## config.mk

```make
export PLATFORM = sky130hd
export DESIGN_NAME = seg_p2s_shifter
export DESIGN_NICKNAME = d
export VERILOG_FILES = /design/src/rtl/seg_p2s_shifter.sv
export SDC_FILE = /design/constraint.sdc
export NUM_CORES = 1
export LEC_CHECK = 0
export CAP_MARGIN = 20
export CORE_MARGIN = 4
export CORE_UTILIZATION = 35
export DETAILED_ROUTE_END_ITERATION = 6
export GPL_TIMING_DRIVEN = 0
export PLACE_DENSITY = 0.66
export SLEW_MARGIN = 15
export SYNTH_ARGS = -nofsm -noshare
export SYNTH_HDL_FRONTEND = slang
export SYNTH_SLANG_ARGS = --single-unit
```

## constraint.sdc

```tcl
create_clock -name clk -period 3 [get_ports clk]
set_input_delay 0.3 -clock clk [delete_from_list [all_inputs] [get_ports clk]]
set_output_delay 0.3 -clock clk [all_outputs]
set_load 0.05 [all_outputs]
```

## src/rtl/seg_p2s_shifter.sv

```systemverilog
// seg_p2s_shifter
//   Parallel-to-serial output stage for the 8-digit seven-segment display.
//   Takes a 64-bit segment pattern (digit 7 in [63:56]) and shifts it MSB
//   first into a 74HC164 chain. The chain is cleared first, then each bit is
//   presented for CLK_DIV cycles with sclk low and CLK_DIV cycles with sclk
//   high; the chain samples on the sclk rising edge.
//
// Parameters
//   CLK_DIV   : system-clock cycles per serial half period (1..255)
//   DATA_BITS : bits per frame (64 for the display chain)
//
// Ports
//   clk      in   system clock, rising edge
//   rst      in   synchronous active-high reset
//   start    in   frame request, sampled only while idle
//   par_data in   segment pattern, captured when a frame is accepted
//   busy     out  high from the first CLR cycle through the DONE cycle
//   done     out  one-cycle pulse in the final frame cycle
//   sdata    out  serial data, changes only on entry to a low phase
//   sclk     out  serial shift clock
//   sclr_n   out  active-low chain clear
//
// Optional feature (macro SEG_P2S_AUTO_REFRESH_EN)
//   When defined, a snapshot of the last accepted pattern is kept and the
//   block self-starts from idle whenever par_data differs from it.
//
// All outputs are registered: their next values are decoded from the next
// state, so each output lines up with the state it belongs to and there is
// no combinational path from the inputs.

module seg_p2s_shifter #(
  parameter int CLK_DIV   = 2,
  parameter int DATA_BITS = 64
) (
  input  logic                 clk,
  input  logic                 rst,
  input  logic                 start,
  input  logic [DATA_BITS-1:0] par_data,
  output logic                 busy,
  output logic                 done,
  output logic                 sdata,
  output logic                 sclk,
  output logic                 sclr_n
);

  typedef enum logic [2:0] {
    S_IDLE = 3'd0,
    S_CLR  = 3'd1,
    S_LO   = 3'd2,
    S_HI   = 3'd3,
    S_DONE = 3'd4
  } state_t;

  localparam logic [7:0] DIV_LAST = 8'(CLK_DIV - 1);
  localparam logic [6:0] BITS_END = 7'(DATA_BITS);

  state_t               state, state_n;
  logic [7:0]           div_cnt, div_cnt_n;
  logic [6:0]           bit_cnt, bit_cnt_n;
  logic [DATA_BITS-1:0] shreg, shreg_n;
  logic                 busy_n, done_n, sdata_n, sclk_n, sclr_n_n;
  logic                 div_last;
  logic                 req;

`ifdef SEG_P2S_AUTO_REFRESH_EN
  logic [DATA_BITS-1:0] snap, snap_n;

  // A pattern change from the encoder behaves like an explicit request.
  assign req = start | (par_data != snap);
`else
  assign req = start;
`endif

  assign div_last = (div_cnt == DIV_LAST);

  // Next-state, datapath and next-output decode
  always_comb begin
    state_n   = state;
    div_cnt_n = div_cnt + 8'd1;
    bit_cnt_n = bit_cnt;
    shreg_n   = shreg;
`ifdef SEG_P2S_AUTO_REFRESH_EN
    snap_n    = snap;
`endif

    case (state)
      S_IDLE: begin
        if (req) begin
          shreg_n   = par_data;
          bit_cnt_n = 7'd0;
`ifdef SEG_P2S_AUTO_REFRESH_EN
          snap_n    = par_data;
`endif
          state_n   = S_CLR;
        end
      end
      S_CLR: begin
        if (div_last) state_n = S_LO;
      end
      S_LO: begin
        if (div_last) state_n = S_HI;
      end
      S_HI: begin
        if (div_last) begin
          shreg_n   = {shreg[DATA_BITS-2:0], 1'b0};
          bit_cnt_n = (bit_cnt == BITS_END) ? bit_cnt : bit_cnt + 7'd1;
          state_n   = (bit_cnt_n == BITS_END) ? S_DONE : S_LO;
        end
      end
      S_DONE: begin
        state_n = S_IDLE;
      end
      default: begin
        state_n = S_IDLE;
      end
    endcase

    // Each phase is timed from zero; idle holds the divider at zero.
    if (state_n != state || state == S_IDLE) div_cnt_n = 8'd0;

    busy_n   = (state_n != S_IDLE);
    done_n   = (state_n == S_DONE);
    sclk_n   = (state_n == S_HI);
    sclr_n_n = (state_n != S_CLR);

    // Data only moves on entry to a low phase, giving a full half period of
    // setup and hold around every sclk rising edge.
    sdata_n = sdata;
    if (state_n == S_LO && state != S_LO) sdata_n = shreg_n[DATA_BITS-1];
  end

  // State, datapath and output registers
  always_ff @(posedge clk) begin
    if (rst) begin
      state   <= S_IDLE;
      div_cnt <= 8'd0;
      bit_cnt <= 7'd0;
      shreg   <= '0;
      busy    <= 1'b0;
      done    <= 1'b0;
      sdata   <= 1'b0;
      sclk    <= 1'b0;
      sclr_n  <= 1'b1;
    end else begin
      state   <= state_n;
      div_cnt <= div_cnt_n;
      bit_cnt <= bit_cnt_n;
      shreg   <= shreg_n;
      busy    <= busy_n;
      done    <= done_n;
      sdata   <= sdata_n;
      sclk    <= sclk_n;
      sclr_n  <= sclr_n_n;
    end
  end

`ifdef SEG_P2S_AUTO_REFRESH_EN
  always_ff @(posedge clk) begin
    if (rst) snap <= '0;
    else     snap <= snap_n;
  end
`endif

endmodule

```

Word-level counts from Yosys, hierarchy flattened. Index checks and enable logic that the tools add are counted.

Register bits: 87. Latch bits: 0. Bits in writable memories: 0. Memory bits (read-only): 0. Output and inout port bits: 5. Logic and storage cells: 46. Memories: 0.

$add $sub $neg: 2. Multipliers: 0. Divide/modulo/power cells: 0. Order comparisons: 0. Eq/ne operators: 14. Shifts and indexed selects: 0. Mux-type cells: 13. Bitwise gates (word level): 0. Reductions and logical operators: 7.

Operator list (count): two-way mux 64 bit (2); one-hot mux 64 bit (2 select lines) (1); two-way mux 7 bit (3); two-way mux 3 bit (5); == test 7 bit, second input constant (2); one-hot mux 7 bit (2 select lines) (1); == test 3 x 2 -> 1 bit, second input constant (4); one-hot mux 3 bit (4 select lines) (1); adder 8 x 1 -> 8 bit, second input constant (1); == test 8 x 1 -> 1 bit, second input constant (1); adder 7 x 1 -> 7 bit, second input constant (1); inequality test 2 bit, second input constant (2); == test 3 x 1 -> 1 bit, second input constant (1); == test 3 bit, second input constant (1); zero test 3 bit (1); inequality test 3 x 1 -> 1 bit, second input constant (1); inequality test 3 x 2 -> 1 bit, second input constant (1); inequality test 3 bit (1); AND reduction 3 bit (1); nonzero test 3 bit (1); nonzero test 2 bit (1); OR reduction 2 bit (1); logical AND 1 bit (1); logical OR 1 bit (1).

Logic depth before layout (Yosys ltp). Gate-level depths: netlist of run 1.

Word-level depth: 9. Mapped depth: 9. Depth with buffers taken out: 7.

Worst setup path after synthesis of run 1. Ideal clock, no wire load.

Path kind: register -> register. Start: reg bit_cnt[4]. End: reg sdata. Arrival: 1711 ps. Required time: 2879 ps. Slack: 1168 ps. Cell stages (with the launch flop): 6. Clock period less this slack: 1832 ps. Path through: dfxtp_1 or2_1 nor4_4 mux2_2 a31oi_1 mux2_2.

Cells in the longest elaborated chain, start to end: 8. Elaborated cells between the ends (all ways): 9. Classes of those cells: 1 x add/sub; 3 x eq/ne; 4 x mux; 1 x reduce/logical.

Ends and longest elaborated chain: start, declared (line 59) `logic [6:0] bit_cnt, bit_cnt_n;`; start signal, assigned (line 147) `bit_cnt <= bit_cnt_n;`; adder 7 x 1 -> 7 bit / == test 7 bit (equally long branches) (line 106) `bit_cnt_n = (bit_cnt == BITS_END) ? bit_cnt : bit_cnt + 7'd1;`; two-way mux 7 bit (*) (line 106); == test 7 bit (*) (line 107) `state_n = (bit_cnt_n == BITS_END) ? S_DONE : S_LO;`; two-way mux 3 bit (*) (line 107); two-way mux 3 bit (*) (line 104) `if (div_last) begin`; one-hot mux 3 bit (4 select lines) (*) (line 86) `case (state)`; == test 3 x 2 -> 1 bit (*) (line 129) `if (state_n == S_LO && state != S_LO) sdata_n = shreg_n[DATA_BITS-1];`; logical AND 1 bit (*) (line 129); end signal, assigned (line 151) `sdata <= sdata_n;`; end, declared (line 41) `output logic sdata,`.

Mark *: on every way between the ends. The rest lies on a longest branch, timed or not. A chain may end at the register's enable or synchronous reset.

Worst setup path after layout of run 1.
Start: reg bit_cnt[0]. End: reg sdata.

Same word-level chain as after synthesis.

==> impl_metrics.toml, run 1 <==
[grt]
antenna_found_initial = 0
grt_overflow = 0
grt_usage = 0.146
grt_pass1_vias = 3165
grt_start_max_net_pins = 16
grt_pass1_wl_mm = 14.5

[synthesis]
muxShareOfSynthArea = 0.00614
ys.warnings.count = 0
synth_edf_count = 0
yosys-top-cells-area = "dfxtp_1 48%, a22oi_1 13%, a21oi_1 9.7%"
async_reset_ff_frac = 0
synth-xor-area-share = 0.0191
avgSynthCellArea_um2 = 8.81
synth.net_count = 487
synth_top_family_by_area = "compound AO/OA/AOI/OAI gates"
synth_top_area_frac = 0.475
synth-compound-area-share = 0.263
syn_inst = 416
yosys.area_share.simple = 0.174
yosys_register_bits = 87
synth_area_leader_cell = "dfxtp_1"
ys_seq_area_frac = 0.475
synth_fa_ha_area_frac = 0.0137
synth_ff_type = "dfxtp_1"
synth_cell_types = 40
synth_area_mm2 = 0.00367

[finish]
drive_gt1_frac = 0.0976
syn_to_final_growth_pct = 28.6
antennaDiodeCount = 0
fin_nets = 569
design_area_mm2 = 0.00471

[die]
die_w_um = 110
num_io_pins = 72
dieArea_mm2 = 0.0122
core-area_mm2 = 0.0103
num_rows = 37
die_h_um = 110
start_util = 0.357

[critical_path]
worst_ep_arrival_time_ns = 2.24
worstReg2RegStart = "bit_cnt[0]"
setup.worst_path.end_class = "register"
crit_required_ns = 3.24
path_max_fanout = 7
reg2reg_depth = 7
r2r_setup_slack_ns = 1.00
crit_type = "reg2reg"
r2r_end = "sdata"
startpoint_type = "register"

[placed_design]
port_buffers = 71
place_area_mm2 = 0.00455
gp_congestion = 0.813
dp_hpwl_mm = 6.24

[clock_tree]
clock_sinks = 87
root_buffer = "clkbuf_8"
post_cts_buffers = 0
clkTransAtPathRegs_ns = 0.09
cts.path.max_buffers = 2
numCtsBuffers = 9
htree_levels = 3
cts_resized = 0
postCtsHoldBufs = 0
insertion_delay_ns = 0.35
cts_tree = "done"

[power_and_ir_drop]
worst_ir_drop_vdd_mv = 0.214
p_leak_nw = 1.64
p_per_area_mw_per_mm2 = 487

[route]
ant_nets = 0
wl_per_cell_um = 13.4
drc_errors = 0
vias = 3265
drt-total-wl_mm = 8.56
dr.first_iter.drc_count = 195
viasPerCell = 5.12
drtPass1Iterations = 4

[worst_hold_path]
hp-class = "reg2reg"
hold_depth = 2
hp-start = "shreg[56]"
holdPathEnd = "shreg[56]"

[sta]
slew_viol_final = 0
slew_headroom = 0.638
holdWs_ns = 0.458
setup_viol = 0
fin_setup_tns_ns = 0
grt_setup_unrepaired = "no"
fmax_mhz = 501
fin_crit_ns = 2.00
worst_slew_pin_slew_ns = 0.542
finalHoldViolCount = 0
skew_ns = 0.0135
finalCritPeriodShare = 0.666

[flow_run]
cap_viol_max_count = 0

[outcome]
status = "complete, no violations"
metal layers:
layer,vias up,GRT usage,wire length (µm)
met5,-,0,0
li1,1658,-,-
met2,81,0.237,3910
met3,7,0.0431,624
met4,0,0.0396,79
met1,1519,0.191,3950
worst max path at each step:
stage | start | to | slack, ns | cells after the start
after floorplan | bit_cnt[4] | sdata | 1.17 | 5
after CTS | bit_cnt[0] | sdata | 0.99 | 7
after global routing | bit_cnt[1] | done | 0.83 | 6
after global placement | start | bit_cnt[1] | 0.82 | 7
final | bit_cnt[0] | sdata | 1.00 | 7
after detailed placement | start | bit_cnt[1] | 0.84 | 7
state kept, by name (all words and copies together), names as in the netlist:
signal and count:
shreg 64, div_cnt 8, bit_cnt 7, state 3, busy 1, done 1
sclk 1, sclr_n 1, sdata 1
Yosys cell counts, types with 5 or more instances:
library cell  count
dfxtp_1          87
a21oi_1          71
nand2_1          67
a22oi_1          64
nor2_1           22
buf_2            16
clkbuf_1         13
nand3_1           6
xor2_1            6
nor3_1            5
o21ai_0           5
area by class of cell:
cell class / count / area (µm²)
Sequential cell: 87 / 1740
Clock inverter: 6 / 43.8
Inverter: 4 / 15.0
Fill cell: 1035 / 5560
Tap cell: 136 / 170
Multi-Input combinational cell: 292 / 1750
Buffer: 33 / 163
Timing Repair Buffer: 71 / 711
Clock buffer: 9 / 124
where the power goes:
group / switching (mW) / leakage (nW) / internal [mW]
Combinational: 0.152 / 0.846 / 0.163
Sequential: 0.0333 / 0.711 / 1.22
Clock: 0.427 / 0.0863 / 0.303
critical path, cell delays in order, from the launching register on:
cell	delay, ns
dfxtp_1	0.38
inv_1	0.12
ha_1	0.16
nand2_1	0.08
nor4_4	0.20
mux2_2	0.41
a31oi_1	0.20
mux2_2	0.35
metrics by stage:
step	util	power (mW)	std cells	worst slack (ns)
floorplan	-	1.45	416	1.17
global placement	0.442	1.58	623	0.818
detailed placement	0.442	1.59	623	0.839
CTS	0.459	2.32	638	0.992
global route	0.459	2.40	638	0.830
finish	0.459	2.29	638	1.00
cell usage in the layout (no fill, tap or decap), drive strengths merged, types with 2 or more instances in the layout:
cell           synthesis  final
dfxtp                 87     87
a21oi                 71     71
clkdlybuf4s50          0     71
nand2                 67     67
a22oi                 64     64
nor2                  22     22
clkbuf                13     22
buf                   20     20
inv                    4      7
nand3                  6      6
xor2                   6      6
nor3b                  6      6
o21ai                  5      5
nor3                   5      5
and3                   4      4
ha                     4      4
nand4                  3      3
or2                    3      3
nor4                   2      2
and4                   2      2
xnor2                  2      2
nand3b                 2      2
a21o                   2      2
mux2                   2      2
nor2b                  2      2
clkinv                 0      2
a211oi                 2      2
cell families (layout without fill, tap and decap cells):
logic type / Yosys count / in the layout
compound gates: 149 / 149
simple gates: 129 / 129
flops: 87 / 87
buf+inv: 37 / 123
xor+xnor: 8 / 8
fa+ha+maj: 4 / 4
mux: 2 / 2
Note: power is estimated with default switching activity, not from simulation.
==> run 2, diff against run 1 <==
clock period = 2.04 ns   (was 3 ns; I/O delays follow)
==> run 2 against run 1 <==
Against the previous run:
- critical path depth unchanged
- combinational power up 47%
- first-iteration DRC count rose by 25%
- die area unchanged
- global-route usage did not move
- critical endpoint unchanged
- clock skew decreased by 0.00085 ns
- flip-flop and latch count unchanged
- clock-buffer cell count is the same
- hold slack hardly changed
- fmax up 1.5%
- highest routed layer unchanged
- utilization grew 0.21 points
- critical path type unchanged
- sequential power rose by 47%
==> impl_metrics.toml, run 2 (synthesis results as in run 1) <==
[grt]
grt_overflow = 0
grt_pass1_wl_mm = 14.5
antenna_found_initial = 0
grt_start_max_net_pins = 16
grt_usage = 0.146
grt_pass1_vias = 3165

[critical_path]
setup.worst_path.end_class = "register"
critical-path-max-stage-delay_ns = 0.37
startpoint_type = "register"
cp-startpoint = "bit_cnt[0]"
crit_slowest_cell = "dfxtp_2"
crit_required_ns = 2.28
path_max_fanout = 7
worst_ep_arrival_time_ns = 2.20
crit_chain = "inv_2 -> ha_1 -> nand2_1 -> nor4_4 -> mux2_4 -> a31oi_2 -> mux2_2"
crit_type = "reg2reg"
worstReg2RegStart = "bit_cnt[0]"

[finish]
drive_gt1_frac = 0.110
postLayoutCoreUtil = 0.461
final_common_cell = "dfxtp_1"
largest_reg_flops = 64
top_regs = "shreg x64, div_cnt x8, bit_cnt x7"
largest-register = "shreg"
antennaDiodeCount = 0
syn_to_final_growth_pct = 29.2
layout_common_cells = "85 x dfxtp_1, 71 x a21oi_1, 71 x clkdlybuf4s50_1, 67 x nand2_1, 64 x a22oi_1"
design_area_mm2 = 0.00474
fin_nets = 569

[route]
wl_per_cell_um = 13.5
drtPass1Iterations = 4
viasPerCell = 5.14
ant_nets = 0
dr.first_iter.drc_count = 244
drc_errors = 0
vias = 3277
drt-total-wl_mm = 8.64

[sta]
skew_ns = 0.0127
finalCritPeriodShare = 0.964
slew_headroom = 0.640
worst_slew_pin_slew_ns = 0.540
finalHoldViolCount = 0
fin_crit_ns = 1.97
fin_ws_ns = 0.0738
setup_viol = 0
slew_viol_final = 0
fmax_mhz = 509
grt_setup_unrepaired = "no"

[placed_design]
dpl_worst_slack_ns = -0.0246
dp_hpwl_mm = 6.24
gp_congestion = 0.813
place_area_mm2 = 0.00455
port_buffers = 71

[power_and_ir_drop]
p_leak_nw = 1.64
worst_ir_drop_vdd_mv = 0.315
p_total_mw = 3.37
p_per_area_mw_per_mm2 = 712

[clock_tree]
cts_tree = "done"
insertion_delay_ns = 0.35
post_cts_buffers = 0
root_buffer = "clkbuf_8"
postCtsHoldBufs = 0
clkTransAtPathRegs_ns = 0.09
htree_levels = 3
clock_sinks = 87
numCtsBuffers = 9
cts.path.max_buffers = 2

[outcome]
status = "complete, no violations"

[die]
num_io_pins = 72
num_rows = 37
die_w_um = 110
start_util = 0.357
dieArea_mm2 = 0.0122
die_h_um = 110
core-area_mm2 = 0.0103

[worst_hold_path]
hp-start = "shreg[56]"
hp-class = "reg2reg"

[flow_run]
cap_viol_max_count = 0
-- run 2: layout make-up --
type	instances	area, µm²
multi-input combinational	292	1770
tap	136	170
inverter	4	15.0
timing repair buffer	71	711
clock inverter	6	43.8
sequential	87	1740
clock buffer	9	124
buffer	33	163
fill	1034	5540
-- run 2: what timing repair did --
action	CTS	global route
resized for setup	0	8
hold endpoints to repair	0	0
endpoints found under the setup margin	0	11
-- run 2: path summary, 6_finish.rpt --
| path | endpoint | slack, ns | depth (start not counted) |
|---|---|---|---|
| worst max register to register | sdata | 0.07 | 7 |
| worst max-delay path | sdata | 0.07 | 7 |
| worst min-delay path | shreg[56] | 0.46 | 2 |
| worst min register to register | shreg[56] | 0.46 | 2 |
-- run 2: critical path: cells and delay by family (launching register included) --
family          cells  cell delay (ns)
compound gates      1             0.18
fa+ha+maj           1             0.15
buf+inv             1             0.07
flops               1             0.37
mux                 2             0.71
simple gates        2             0.38
-- run 2: where the power goes --
group	switching, mW	leakage, nW	internal [mW]
clock network	0.629	0.0863	0.445
logic	0.223	0.842	0.240
registers	0.0491	0.712	1.79
-- run 2: per-stage QoR --
stage / TNS, ns / hold slack, ns / cells
6_report: 0 / 0.458 / 638
5_1_grt: 0 / 0.473 / 638
4_1_cts: 0 / 0.458 / 638
3_5_place_dp: -0.0831 / 0.446 / 623
3_3_place_gp: -0.462 / 0.443 / 623
2_1_floorplan: 0 / 0.282 / 416
-- run 2: layer usage --
metal  up-vias  track usage  part of all wire
met4         0       0.0396            0.0091
met5         -            0                 0
met3         7       0.0431             0.075
met1      1525        0.191              0.46
met2        83        0.237              0.46
li1       1662            -                 -
